[config.mk]
export PLATFORM = sky130hd
export DESIGN_NAME = lse_simd_add_pipe
export DESIGN_NICKNAME = d
export VERILOG_FILES = /design/src/rtl/lse_simd_pkg.sv /design/src/rtl/lse_simd_seg_adder.sv /design/src/rtl/lse_simd_add_pipe.sv
export SDC_FILE = /design/constraint.sdc
export NUM_CORES = 1
export LEC_CHECK = 0
export CAP_MARGIN = 10
export CORE_MARGIN = 2
export CORE_UTILIZATION = 50
export CTS_BUF_LIST = sky130_fd_sc_hd__clkbuf_2
export CTS_CLUSTER_DIAMETER = 50
export DETAILED_ROUTE_END_ITERATION = 6
export GPL_TIMING_DRIVEN = 0
export PLACE_DENSITY = 0.9
export SYNTH_ARGS = -nofsm -noshare
export SYNTH_HDL_FRONTEND = slang
export SYNTH_SLANG_ARGS = --single-unit
[constraint.sdc]
create_clock -name clk -period 9.9 [get_ports clk]
set_input_delay 1.98 -clock clk [delete_from_list [all_inputs] [get_ports clk]]
set_output_delay 1.98 -clock clk [all_outputs]
set_load 0.1 [all_outputs]
[src/rtl/lse_simd_pkg.sv]
// ============================================================================
// Module      : lse_simd_pkg
// Description : Lane-mode encoding and lane-geometry helpers for the SIMD
//               log-space adder.
// Revision    : 1.0 - initial release
// ============================================================================
`default_nettype none

package lse_simd_pkg;

    typedef enum logic [1:0] {
        MODE_1X   = 2'b00,
        MODE_2X   = 2'b01,
        MODE_4X   = 2'b10,
        MODE_RSVD = 2'b11
    } simd_mode_e;

    localparam int c_MAX_WIDTH = 256;

    function automatic int lane_count(simd_mode_e mode);
        case (mode)
            MODE_2X: return 2;
            MODE_4X: return 4;
            default: return 1;
        endcase
    endfunction

    function automatic int lane_width(simd_mode_e mode, int width);
        return width / lane_count(mode);
    endfunction

    // Bit i is set when bit i is the first bit of a lane other than lane 0.
    function automatic logic [c_MAX_WIDTH-1:0] lane_cut_mask(simd_mode_e mode, int width);
        logic [c_MAX_WIDTH-1:0] mask;
        int                     lw;
        mask = '0;
        lw   = lane_width(mode, width);
        for (int i = 1; i < width; i++) begin
            if ((i % lw) == 0) begin
                mask[i] = 1'b1;
            end
        end
        return mask;
    endfunction

endpackage

`default_nettype wire

[src/rtl/lse_simd_seg_adder.sv]
// ============================================================================
// Module      : lse_simd_seg_adder
// Description : Combinational ripple adder whose carry chain is cut wherever
//               the cut mask is set, producing per-bit carry-outs.
// Revision    : 1.0 - initial release
// ============================================================================
`default_nettype none

module lse_simd_seg_adder #(
    parameter int W = 12
) (
    input  logic [W-1:0] i_a,
    input  logic [W-1:0] i_b,
    input  logic         i_cin,
    input  logic [W-1:0] i_cut,
    output logic [W-1:0] o_sum,
    output logic [W-1:0] o_cout
);

    always_comb begin
        logic w_carry;
        o_sum   = '0;
        o_cout  = '0;
        w_carry = i_cin;
        for (int i = 0; i < W; i++) begin
            if (i_cut[i]) begin
                w_carry = 1'b0;
            end
            o_sum[i]  = i_a[i] ^ i_b[i] ^ w_carry;
            w_carry   = (i_a[i] & i_b[i]) | (w_carry & (i_a[i] ^ i_b[i]));
            o_cout[i] = w_carry;
        end
    end

endmodule

`default_nettype wire

[src/rtl/lse_simd_add_pipe.sv]
// ============================================================================
// Module      : lse_simd_add_pipe
// Description : Two-stage, back-pressurable SIMD adder (1/2/4 unsigned lanes)
//               with optional per-lane saturation and sticky overflow flags.
// Revision    : 1.0 - initial release
// ============================================================================
`default_nettype none

module lse_simd_add_pipe
    import lse_simd_pkg::*;
#(
    parameter int WIDTH = 24
) (
    input  logic             clk,
    input  logic             rst,
    input  logic             in_valid,
    output logic             in_ready,
    input  logic [WIDTH-1:0] operand_a,
    input  logic [WIDTH-1:0] operand_b,
    input  logic [1:0]       simd_mode,
    input  logic             sat_en,
    output logic             out_valid,
    input  logic             out_ready,
    output logic [WIDTH-1:0] result,
    output logic [3:0]       ovf,
    output logic [3:0]       ovf_sticky,
    input  logic             clr_sticky
);

    localparam int c_HALF = WIDTH / 2;
    localparam int c_QTR  = WIDTH / 4;
    localparam logic [WIDTH-1:0] c_CUT_2X = WIDTH'(lane_cut_mask(MODE_2X, WIDTH));
    localparam logic [WIDTH-1:0] c_CUT_4X = WIDTH'(lane_cut_mask(MODE_4X, WIDTH));

    // Stage 1 state
    logic              r_s1_valid_q,  w_s1_valid_d;
    logic [c_HALF-1:0] r_s1_sum_lo_q, w_s1_sum_lo_d;
    logic              r_s1_c_qtr_q,  w_s1_c_qtr_d;
    logic              r_s1_c_half_q, w_s1_c_half_d;
    logic [c_HALF-1:0] r_s1_a_hi_q,   w_s1_a_hi_d;
    logic [c_HALF-1:0] r_s1_b_hi_q,   w_s1_b_hi_d;
    simd_mode_e        r_s1_mode_q,   w_s1_mode_d;
    logic              r_s1_sat_q,    w_s1_sat_d;

    // Stage 2 / output state
    logic              r_s2_valid_q,  w_s2_valid_d;
    logic [WIDTH-1:0]  r_result_q,    w_result_d;
    logic [3:0]        r_ovf_q,       w_ovf_d;
    logic [3:0]        r_sticky_q,    w_sticky_d;

    logic              w_s1_load;
    logic              w_s2_load;
    simd_mode_e        w_mode_in;
    logic [c_HALF-1:0] w_cut_lo;
    logic [c_HALF-1:0] w_cut_hi;
    logic [c_HALF-1:0] w_lo_sum;
    logic [c_HALF-1:0] w_lo_cout;
    logic [c_HALF-1:0] w_hi_sum;
    logic [c_HALF-1:0] w_hi_cout;
    logic              w_hi_cin;
    logic [WIDTH-1:0]  w_raw_sum;
    logic [WIDTH-1:0]  w_sat_result;
    logic [3:0]        w_lane_ovf;
    logic              w_qtr_ovf;
    logic              w_unused_cout;

    // Reserved mode behaves as a single full-width lane from capture onwards.
    always_comb begin
        w_mode_in = (simd_mode == MODE_RSVD) ? MODE_1X : simd_mode_e'(simd_mode);
        w_cut_lo  = '0;
        w_cut_hi  = '0;
        case (w_mode_in)
            MODE_2X: w_cut_lo = c_CUT_2X[c_HALF-1:0];
            MODE_4X: w_cut_lo = c_CUT_4X[c_HALF-1:0];
            default: w_cut_lo = '0;
        endcase
        case (r_s1_mode_q)
            MODE_2X: w_cut_hi = c_CUT_2X[WIDTH-1:c_HALF];
            MODE_4X: w_cut_hi = c_CUT_4X[WIDTH-1:c_HALF];
            default: w_cut_hi = '0;
        endcase
    end

    lse_simd_seg_adder #(.W(c_HALF)) u_add_lo (
        .i_a    (operand_a[c_HALF-1:0]),
        .i_b    (operand_b[c_HALF-1:0]),
        .i_cin  (1'b0),
        .i_cut  (w_cut_lo),
        .o_sum  (w_lo_sum),
        .o_cout (w_lo_cout)
    );

    assign w_hi_cin = (r_s1_mode_q == MODE_1X) ? r_s1_c_half_q : 1'b0;

    lse_simd_seg_adder #(.W(c_HALF)) u_add_hi (
        .i_a    (r_s1_a_hi_q),
        .i_b    (r_s1_b_hi_q),
        .i_cin  (w_hi_cin),
        .i_cut  (w_cut_hi),
        .o_sum  (w_hi_sum),
        .o_cout (w_hi_cout)
    );

    // Only the carries at lane ends are meaningful.
    assign w_unused_cout = ^{w_lo_cout, w_hi_cout};

    always_comb begin
        w_raw_sum = {w_hi_sum, r_s1_sum_lo_q};
        case (r_s1_mode_q)
            MODE_2X: w_lane_ovf = {2'b00, w_hi_cout[c_HALF-1], r_s1_c_half_q};
            MODE_4X: w_lane_ovf = {w_hi_cout[c_HALF-1], w_hi_cout[c_QTR-1],
                                   r_s1_c_half_q, r_s1_c_qtr_q};
            default: w_lane_ovf = {3'b000, w_hi_cout[c_HALF-1]};
        endcase
        w_sat_result = w_raw_sum;
        w_qtr_ovf    = 1'b0;
        // Each quarter saturates with the lane that contains it.
        for (int q = 0; q < 4; q++) begin
            case (r_s1_mode_q)
                MODE_2X: w_qtr_ovf = w_lane_ovf[q / 2];
                MODE_4X: w_qtr_ovf = w_lane_ovf[q];
                default: w_qtr_ovf = w_lane_ovf[0];
            endcase
            if (r_s1_sat_q && w_qtr_ovf) begin
                w_sat_result[q*c_QTR +: c_QTR] = '1;
            end
        end
    end

    always_comb begin
        w_s2_load = !r_s2_valid_q || out_ready;
        w_s1_load = !r_s1_valid_q || w_s2_load;
        in_ready  = w_s1_load && !rst;

        w_s1_valid_d  = r_s1_valid_q;
        w_s1_sum_lo_d = r_s1_sum_lo_q;
        w_s1_c_qtr_d  = r_s1_c_qtr_q;
        w_s1_c_half_d = r_s1_c_half_q;
        w_s1_a_hi_d   = r_s1_a_hi_q;
        w_s1_b_hi_d   = r_s1_b_hi_q;
        w_s1_mode_d   = r_s1_mode_q;
        w_s1_sat_d    = r_s1_sat_q;
        if (w_s1_load) begin
            w_s1_valid_d = in_valid;
            if (in_valid) begin
                w_s1_sum_lo_d = w_lo_sum;
                w_s1_c_qtr_d  = w_lo_cout[c_QTR-1];
                w_s1_c_half_d = w_lo_cout[c_HALF-1];
                w_s1_a_hi_d   = operand_a[WIDTH-1:c_HALF];
                w_s1_b_hi_d   = operand_b[WIDTH-1:c_HALF];
                w_s1_mode_d   = w_mode_in;
                w_s1_sat_d    = sat_en;
            end
        end

        w_s2_valid_d = r_s2_valid_q;
        w_result_d   = r_result_q;
        w_ovf_d      = r_ovf_q;
        if (w_s2_load) begin
            w_s2_valid_d = r_s1_valid_q;
            if (r_s1_valid_q) begin
                w_result_d = w_sat_result;
                w_ovf_d    = w_lane_ovf;
            end
        end

        // A coinciding handshake re-sets its bits after the clear.
        w_sticky_d = (clr_sticky ? 4'b0000 : r_sticky_q)
                   | ((r_s2_valid_q && out_ready) ? r_ovf_q : 4'b0000);
    end

    always_ff @(posedge clk) begin
        if (rst) begin
            r_s1_valid_q  <= 1'b0;
            r_s1_sum_lo_q <= '0;
            r_s1_c_qtr_q  <= 1'b0;
            r_s1_c_half_q <= 1'b0;
            r_s1_a_hi_q   <= '0;
            r_s1_b_hi_q   <= '0;
            r_s1_mode_q   <= MODE_1X;
            r_s1_sat_q    <= 1'b0;
            r_s2_valid_q  <= 1'b0;
            r_result_q    <= '0;
            r_ovf_q       <= 4'b0000;
            r_sticky_q    <= 4'b0000;
        end else begin
            r_s1_valid_q  <= w_s1_valid_d;
            r_s1_sum_lo_q <= w_s1_sum_lo_d;
            r_s1_c_qtr_q  <= w_s1_c_qtr_d;
            r_s1_c_half_q <= w_s1_c_half_d;
            r_s1_a_hi_q   <= w_s1_a_hi_d;
            r_s1_b_hi_q   <= w_s1_b_hi_d;
            r_s1_mode_q   <= w_s1_mode_d;
            r_s1_sat_q    <= w_s1_sat_d;
            r_s2_valid_q  <= w_s2_valid_d;
            r_result_q    <= w_result_d;
            r_ovf_q       <= w_ovf_d;
            r_sticky_q    <= w_sticky_d;
        end
    end

    assign out_valid  = r_s2_valid_q;
    assign result     = r_result_q;
    assign ovf        = r_ovf_q;
    assign ovf_sticky = r_sticky_q;

endmodule

`default_nettype wire
==> metrics.yaml <==
dominantRegCellSynth: "dfxtp_1"
synth-edff-count: 0
avgSynthCellArea_um2: 9.03
ys_types: 38
cts.sinks: 75
synth_top_family_by_area: "compound AO/OA/AOI/OAI gates"
cpMaxStageDelayCell: "o41ai_4"
stdcell_area_um2: 4800
clk_pin_slew_ns: 0.19
powerDensity_nw_per_um2: 146
max_stage_delay_ns: 0.55
synth_nets: 491
layout_common_cells: "clkdlybuf4s50_1, dfxtp_1, a21oi_1, o21ai_0, nand3_1"
start_util_pct: 51.2
rsz0062_at_grt: "false"
hp-start: "r_s1_b_hi_q[11]$_SDFFE_PP0P_"
crit_top_cell: "fa_1"
setup_viol: 0
gp_congestion: 0.875
r2r_end: "result[17]$_SDFFE_PP0P_"
post-dp-hpwl_um: 7460
grt_pass1_wl_um: 15500
grt_start_max_net_pins: 13
finalCritPeriodShare_pct: 69.3
synth_compound_area_share_pct: 24.9
worst-path-max-fanout: 10
yosysTopAreaCell: "dfxtp_1"
dieWidth_um: 89.7
cts_tree: "built"
timing.final.ws_setup_ns: 3.04
grt.total_usage_pct: 24.0
rows: 31
cp.required_ns: 10.32
place_area_um2: 4670
die_y_um: 89.7
wl_um: 9680
path_cells: "inv_1 > ha_1 > buf_4 > inv_1 > and3_1 > fa_1 > fa_1 > fa_1 > fa_1 > fa_1 > inv_1 > fa_1 > nor2_1 > fa_1 > fa_1 > fa_1 > fa_1 > fa_1 > inv_1 > fa_1 > nor2b_1 > o41ai_4 > a311oi_1"
worstHoldPathCells: 2
regArea_um2: 1500
synthCells: 407
synth_simple_gate_area_share_pct: 12.1
fin_crit_ns: 6.86
numCtsBuffers: 9
cellLeakagePower_uw: 0.00178
die-area_um2: 8050
synth-seq-cells: 75
grt_antenna_before_repair: 0
netlist.area_leader.share_pct: 40.8
finalClockSkew_ns: 0.0190
r2r_cells: 23
ioPinCount: 90
ys_seq_area_share_pct: 40.8
dr.pass1.iters: 5
worst_pin_slew_ns: 0.975
fillers: 585
critPathCaptureType: "register"
final.setup.tns_ns: 0
cts_setup_buffers: 0
grt_pass1_vias: 3246
hold_path_class: "register to register"
slew_viol_final: 0
synthXorXnorAreaFrac_pct: 0
post-place-ws_ns: 2.88
worstPathArrival_ns: 7.28
final_common_cell: "clkdlybuf4s50_1"
synth_warnings: 0
critPathLaunchType: "register"
maxCapViolations: 0
antenna_cells: 0
root_buffer: "clkbuf_2"
status: "finished clean"
nNetsFinal: 589
worstHoldEndpoint: "r_s1_b_hi_q[11]$_SDFFE_PP0P_"
multi_input_area_um2: 1880
coreArea_um2: 7180
htreeDepth: 3
slew_headroom_pct: 34.8
hold_viol: 0
synthArstFlopShare_pct: 0
synth_area_leaders: "dfxtp_1, fa_1, a21oi_1"
rrSetupSlack_ns: 3.04
drc_errors: 0
synth_fa_ha_area_share_pct: 14.2
fmax_mhz: 146
overflow: 0
vias_per_cell: 5.71
drt-initial-drc-count: 245
wl_per_cell_um: 15.9
area_delta_synth_final_pct: 30.6
crit-reg2reg-launch: "r_s1_mode_q[0]$_SDFFE_PP0P_"
syn_area_um2: 3680
utilization_pct: 66.9
insertion_delay_ns: 0.53
max-vdd-ir-drop_v: 0.0000826
post_cts_hold_buffer_count: 0
worstSetupPathType: "register to register"
cts-resized-gates: 0
final_layout_size_suffix_gt1_share_pct: 6.27
via_count: 3480
antenna_left: 0
synth_mux_area_share_pct: 0
cts_max_path_buffers: 2
portBuffers: 87
-- how the worst max path moves through the flow --
stage	start	end	cells past startpoint
after detailed placement	operand_a[0]	r_s1_sum_lo_q[11]$_SDFFE_PP0P_	20
after CTS	r_s1_mode_q[0]$_SDFFE_PP0P_	result[17]$_SDFFE_PP0P_	23
after global routing	r_s1_mode_q[0]$_SDFFE_PP0P_	result[16]$_SDFFE_PP0P_	23
after global placement	operand_a[0]	r_s1_sum_lo_q[11]$_SDFFE_PP0P_	20
after floorplan	operand_a[0]	r_s1_sum_lo_q[11]$_SDFFE_PP0P_	19
final	r_s1_mode_q[0]$_SDFFE_PP0P_	result[17]$_SDFFE_PP0P_	23
-- stage by stage --
step	cells	power [uW]	hold WS [ns]
6_report	609	702	0.492
2_1_floorplan	407	454	0.454
3_5_place_dp	593	517	0.470
4_1_cts	609	700	0.491
3_3_place_gp	593	511	0.464
5_1_grt	609	727	0.528
-- area by class of cell --
type / count / area share [%]
Multi-Input combinational cell: 265 / 39.2
Clock buffer: 10 / 1.04
Tap cell: 99 / 2.58
Inverter: 27 / 2.11
Timing Repair Buffer: 87 / 18.1
Buffer: 40 / 3.96
Clock inverter: 6 / 1.67
Sequential cell: 75 / 31.3
-- metal layers --
layer | global-route usage (%) | wire (um) | up-vias | share of wire (%)
li1 | - | - | 1652 | -
met1 | 31.0 | 4050 | 1641 | 42
met2 | 40.5 | 4680 | 172 | 48
met3 | 5.11 | 795 | 15 | 8.2
met4 | 7.69 | 157 | 0 | 1.6
met5 | 0 | 0 | - | 0
-- cell families (layout without fill, tap and decap cells) --
kind of cell | count (synthesis) | after routing
compound gates | 153 | 153
fa+ha+maj | 28 | 28
buf+inv | 67 | 170
flops | 75 | 75
simple gates | 84 | 84
-- sequential cells by signal, indices dropped and copies added, names as in the netlist --
name,flops
out_valid,1
ovf,4
ovf_sticky,4
r_s1_a_hi_q,12
r_s1_b_hi_q,12
r_s1_c_half_q,1
r_s1_c_qtr_q,1
r_s1_mode_q,2
r_s1_sat_q,1
r_s1_sum_lo_q,12
r_s1_valid_q,1
result,24
-- synth_stat cells (2+ instances only) --
master and number:
fa_1 23, and3b_1 2, ha_1 5, nor2b_1 3, o2111ai_1 2, buf_1 2, a21oi_1 71, buf_6 3
dfxtp_1 75, o211ai_1 2, or4_1 2, nand3_1 35, buf_2 11, a32oi_1 4, o21ai_0 39, a211oi_1 28
nor2_1 9, clkbuf_1 23, inv_1 27, nor3_1 22, nand2b_1 2
-- power breakdown --
part           internal (uW)  switching, uW
sequential               322           14.1
clock                   82.5            107
combinational           63.8            113
-- worst max-delay path: cells and delay by family, from the launching register on --
kind	cells	cell delay [ns]
flops	1	0.41
fa+ha+maj	13	4.75
simple gates	3	0.40
compound gates	2	0.72
buf+inv	5	0.49
(Power assumes the default switching activity.)
